--- src/rtl/pc_sequencer.sv ---
// Program-counter sequencer: BOOT/RUN/HALT control with prioritised redirects,
// trap vectoring, misaligned-target detection and registered flush pulses.
module pc_sequencer #(
   parameter logic [31:0] RESET_VEC = 32'h0000_0000,
   parameter logic [31:0] TRAP_VEC  = 32'h0000_0080
) (
   input  logic        clk,
   input  logic        rst,
   input  logic        stall,
   input  logic        branch_taken,
   input  logic [31:0] branch_target,
   input  logic        jump,
   input  logic [31:0] jump_target,
   input  logic        trap,
   input  logic        halt,
   input  logic        resume,
   output logic [31:0] pc,
   output logic [31:0] pc_plus4,
   output logic        fetch_valid,
   output logic        flush,
   output logic [31:0] epc,
   output logic        misaligned
);

   typedef enum logic [1:0] {
      S_BOOT = 2'd0,
      S_RUN  = 2'd1,
      S_HALT = 2'd2
   } state_t;

   state_t      state_q, state_d;
   logic [31:0] pc_q, pc_d;
   logic [31:0] epc_q, epc_d;
   logic        flush_q, flush_d;
   logic        mis_q, mis_d;

   logic        redirect;
   logic [31:0] redir_target;
   logic [31:0] pc_inc;

   assign pc_inc       = pc_q + 32'd4;
   // jump outranks branch, so its target wins when both are requested
   assign redirect     = jump | branch_taken;
   assign redir_target = jump ? jump_target : branch_target;

   always_comb begin
      state_d = state_q;
      pc_d    = pc_q;
      epc_d   = epc_q;
      flush_d = 1'b0;
      mis_d   = 1'b0;
      unique case (state_q)
         S_BOOT: begin
            state_d = S_RUN;
         end
         S_RUN: begin
            if (trap) begin
               epc_d   = pc_q;
               pc_d    = TRAP_VEC;
               flush_d = 1'b1;
            end else if (!stall) begin
               if (redirect) begin
                  flush_d = 1'b1;
                  if (redir_target[1:0] != 2'b00) begin
                     epc_d = pc_q;
                     pc_d  = TRAP_VEC;
                     mis_d = 1'b1;
                  end else begin
                     pc_d = redir_target;
                  end
               end else if (halt) begin
                  pc_d    = pc_inc;
                  state_d = S_HALT;
               end else begin
                  pc_d = pc_inc;
               end
            end
         end
         S_HALT: begin
            if (trap) begin
               epc_d   = pc_q;
               pc_d    = TRAP_VEC;
               flush_d = 1'b1;
               state_d = S_RUN;
            end else if (resume) begin
               state_d = S_RUN;
            end
         end
         default: begin
            state_d = S_BOOT;
         end
      endcase
   end

   always_ff @(posedge clk) begin
      if (rst) begin
         state_q <= S_BOOT;
         pc_q    <= RESET_VEC;
         epc_q   <= '0;
         flush_q <= 1'b0;
         mis_q   <= 1'b0;
      end else begin
         state_q <= state_d;
         pc_q    <= pc_d;
         epc_q   <= epc_d;
         flush_q <= flush_d;
         mis_q   <= mis_d;
      end
   end

   assign pc          = pc_q;
   assign pc_plus4    = pc_inc;
   assign fetch_valid = (state_q == S_RUN);
   assign flush       = flush_q;
   assign epc         = epc_q;
   assign misaligned  = mis_q;

endmodule

--- config.mk ---
export PLATFORM = sky130hd
export DESIGN_NAME = pc_sequencer
export DESIGN_NICKNAME = d
export VERILOG_FILES = /design/src/rtl/pc_sequencer.sv
export SDC_FILE = /design/constraint.sdc
export NUM_CORES = 1
export LEC_CHECK = 0
export CORE_MARGIN = 2
export CORE_UTILIZATION = 48
export DETAILED_ROUTE_END_ITERATION = 8
export HOLD_SLACK_MARGIN = 0.08
export PLACE_DENSITY = 0.87
export SKIP_CTS_REPAIR_TIMING = 1
export SLEW_MARGIN = 20
export SYNTH_ARGS = -nofsm -noshare
export SYNTH_HDL_FRONTEND = slang
export SYNTH_SLANG_ARGS = --single-unit
--- constraint.sdc ---
create_clock -name clk -period 3.8 [get_ports clk]
set_input_delay 0.76 -clock clk [delete_from_list [all_inputs] [get_ports clk]]
set_output_delay 0.76 -clock clk [all_outputs]
set_load 0.01 [all_outputs]
## Word-level counts from Yosys, hierarchy flattened

Index checks and enable logic that the tools add are counted.
Widths: inputs -> output; s select.

| word-level totals | value |
|---|---|
| register bits after elaboration | 68 |
| bits of input ports | 72 |

| operators by class | value |
|---|---|
| $add $sub $neg | 1 |
| equal/unequal tests | 11 |
| muxes and demuxes | 26 |
| bitwise gates (word level) | 3 |
| reduce and logical (&&, ||, !) cells | 7 |

Operator list:

| operator | number |
|---|---|
| $mux 32 | 11 |
| $pmux 32 s2 | 2 |
| $add 32x3->32 const B | 1 |
| $mux 2 | 6 |
| $ne 2x2->1 const B | 5 |
| $reduce_and 5->1 | 2 |
| $ne 3x2->1 const B | 2 |
| $ne 3x3->1 const B | 2 |
| $pmux 2 s3 | 1 |
| $mux 1 | 5 |
| $reduce_or 5->1 | 1 |
| $reduce_bool 2->1 | 2 |
| $reduce_and 3->1 | 1 |
| $eq 2x1->1 const B | 1 |
| $eq 2x2->1 const B | 1 |
| $logic_not 2->1 | 1 |
| $not 1->1 | 2 |
| $pmux 1 s2 | 1 |
| $or 1x1->1 | 1 |

## Logic depth before layout (Yosys ltp)

| depth | value |
|---|---|
| word-level depth | 7 |
| gate-level depth with buffers | 10 |
| mapped depth without buffers | 6 |

## Worst setup path after synthesis

Ideal clock, no wire load.

| timing path | value |
|---|---|
| path type | register to output |
| start | register pc_q[17] (netlist: pc[17]) |
| end | output pc_plus4[24] |
| arrival time | 1.827 ns |
| setup slack | 1.213 ns |
| cell stages (with the launch flop) | 7 |
| buffers on the path | 2 |
| cells stage by stage | dfxtp_1 -> buf_4 -> nand4_1 -> nor4_2 -> buf_2 -> nand3_1 -> xnor2_1 |

| on the way | value |
|---|---|
| word-level cells in the longest chain between the ends | 1 |

RTL lines:

| item | line | source |
|---|---|---|
| start, declared | 32 | `logic [31:0] pc_q, pc_d;` |
| start signal, assigned | 104 | `pc_q <= pc_d;` |
| $add 32x3->32 | 41 | `assign pc_inc = pc_q + 32'd4;` |
| end, declared | 18 | `output logic [31:0] pc_plus4,` |

Every way passes these cells.

## Final worst setup path

| timing path | value |
|---|---|
| start | register pc_q[16] (netlist: pc[16]) |
| end | output pc_plus4[28] |

The elaborated chain is that of the path after synthesis.

==> impl_results.md <==
- Distinct cells, synth: 61
- Synthesis Warnings: 0
- Final setup viols: 0
- Num CTS Buffers: 9
- Unrepaired setup endpoints after global routing: no
- Layout cells sized above 1: 7.281%
- Initial antenna violation count: 0
- FF/Latch Area: 1361 µm²
- Clock latency on the worst-skew pair: 360 ps
- Final GP Congestion: 0.9296
- Top-area cell type share of the netlist area: 31.82%
- Final hold violation count: 0
- Syn nets: 598
- Final Instance Count excl. Fillers: 781
- Post-Syn Instances: 521
- Worst Hold Class: reg -> reg
- Leakage: 2.187 nW
- Number of global-route vias before repair: 4510
- Number of synthesized flops with an enable pin: 0
- Number of remaining DRC errors: 0
- Gr usage total: 30.17%
- Nets: 745
- Area leader, netlist: dfxtp_1
- H-Tree Depth: 3
- Seq/Total Area, Yosys: 31.82%
- Number of detailed-route iterations in the first pass: 5
- Longest Clk Path Bufs: 2
- Clock sink count: 68
- Largest net degree at the start of global routing: 54
- CP arrival: 2840 ps
- Final non-filler cell area: 6188 µm²
- DR iter-0 viols: 348
- Initial Util: 49.29%
- #FFs+latches synth: 68
- Outcome: finished, final reports clean
- Vias/cell: 6.165
- Hold WS: 465.4 ps
- CTS tree: built
- First-pass GRT wire length: 23580 µm
- Max Clk Rate: 277.6 MHz
- Die Width: 98.41 µm
- Clock-pin slew on the worst setup and hold paths: 80 ps
- Final min period: 3602 ps
- DP Wirelength: 10960 µm
- Commonest non-fill, non-tap cell in the layout: clkdlybuf4s50_1
- Slew @ Worst Pin: 928.8 ps
- Placed Area: 5998 µm²
- Final TNS setup: 0 ps
- Area contributors post-synth: dfxtp_1, mux2i_1, nand2_1, a22o_1, xnor2_1
- Post-Route Skew: 11.83 ps
- Multi-input gate area: 2645 µm²
- Crit path kind: reg -> out
- Pwr dens: 326.3 nW/µm²
- Post-layout util: 71.31%
- Vias post-DR: 4815
- Avg Cell Area, Syn: 8.211 µm²
- WP data required: 3040 ps
- Most frequent cells in the layout: clkdlybuf4s50_1, nand2_1, dfxtp_1, mux2i_1, a22o_1
- Kind of end point of the critical path: primary output
- Syn Std Cell Area: 4278 µm²
- Synthesis-to-layout area growth: 44.66%
- Die area: 9684 µm²
- Remaining Overflow, GRT: 0
- Startpoint class of the critical path: register
- Period utilization: 94.78%
- Final Max Slew Viols: 0
- ANT cells: 0
- Placed Instances: 765
- Crit path max fanout: 11
- # fillers: 689
- Die H: 98.41 µm
- Routed WL: 14880 µm
- Maximum vdd drop: 0.1663 mV
- Max-cap violations: 0
- # rows: 34
- Slew Limit Headroom: 38.08%
- Clk Tree Root Cell: clkbuf_8
- Input/output buffers: 170
- Top-Level Pins: 171
- Average wire per standard cell: 19.05 µm
- Core area: 8678 µm²
- Routed Antenna Nets: 0
- Primary FF master, synth: dfxtp_1
- Synth async-reset ratio: 0%
[synthesized netlist by cell type (all sizes together), types with 9 or more instances]
library cell,count
inv,9
a22oi,11
dfxtp,68
mux2i,38
or3,13
nand3,23
buf,25
and3,9
a21oi,12
nand2,87
xnor2,21
nor2,16
nand4,12
a31oi,12
a22o,23
a32oi,9
clkbuf,26
[kinds of logic after synthesis]
| family | Yosys count | synth area share, % |
|---|---|---|
| adders and majority gates | 5 | 1.462 |
| AOI/OAI and AO/OA | 120 | 22.00 |
| DFF | 68 | 31.82 |
| muxes | 38 | 8.891 |
| buffers and inverters | 60 | 6.493 |
| and+or+nand+nor | 205 | 24.22 |
| xor gates and xnor gates | 25 | 5.118 |
[registers in the layout, indices dropped and copies added, names as in the netlist]
register,cells
epc,32
flush,1
misaligned,1
pc,32
state_q,2
[area by class of cell]
cell class,count,area share (%)
timing repair buffer,187,29.56
clock inverter,6,0.7481
clock buffer,10,2.224
tap,108,2.184
sequential,68,22.00
multi-input combinational,393,42.74
inverter,9,0.5459
[path summary, 6_finish.rpt]
check                                 from            to  slack (ps)  cells past startpoint
worst max-delay path                pc[16]  pc_plus4[28]         200                      5
worst min-delay path                epc[3]        epc[3]         470                      2
worst min register to register      epc[3]        epc[3]         470                      2
worst max register to register  state_q[0]        pc[23]        1090                      6
[stage by stage]
stage | setup WS, ps | total power, mW
6_report | 198.3 | 2.019
5_1_grt | 47.01 | 2.100
4_1_cts | 137.7 | 2.011
3_5_place_dp | 531.1 | 1.452
3_3_place_gp | 631.8 | 1.430
2_1_floorplan | 1213 | 1.216
[critical path: stages (launching register included)]
cell             delay [ps]
dfxtp_1                 570
nand4_1                 240
or4_4                   610
or2_2                   340
xnor2_1                 170
clkdlybuf4s50_1         560
[power by group]
group	switching, mW	internal [mW]	total, mW
Sequential	0.0335	0.738	0.771
Combinational	0.364	0.310	0.674
Clock	0.314	0.259	0.574
Total	0.712	1.31	2.02
[metal layers]
layer	global-route usage [%]	part of all wire, %
met1	41.44	42
met2	47.83	47
met3	5.297	8.9
met4	10.54	2.2
met5	0	0
Note: power is estimated with default switching activity, not from simulation.
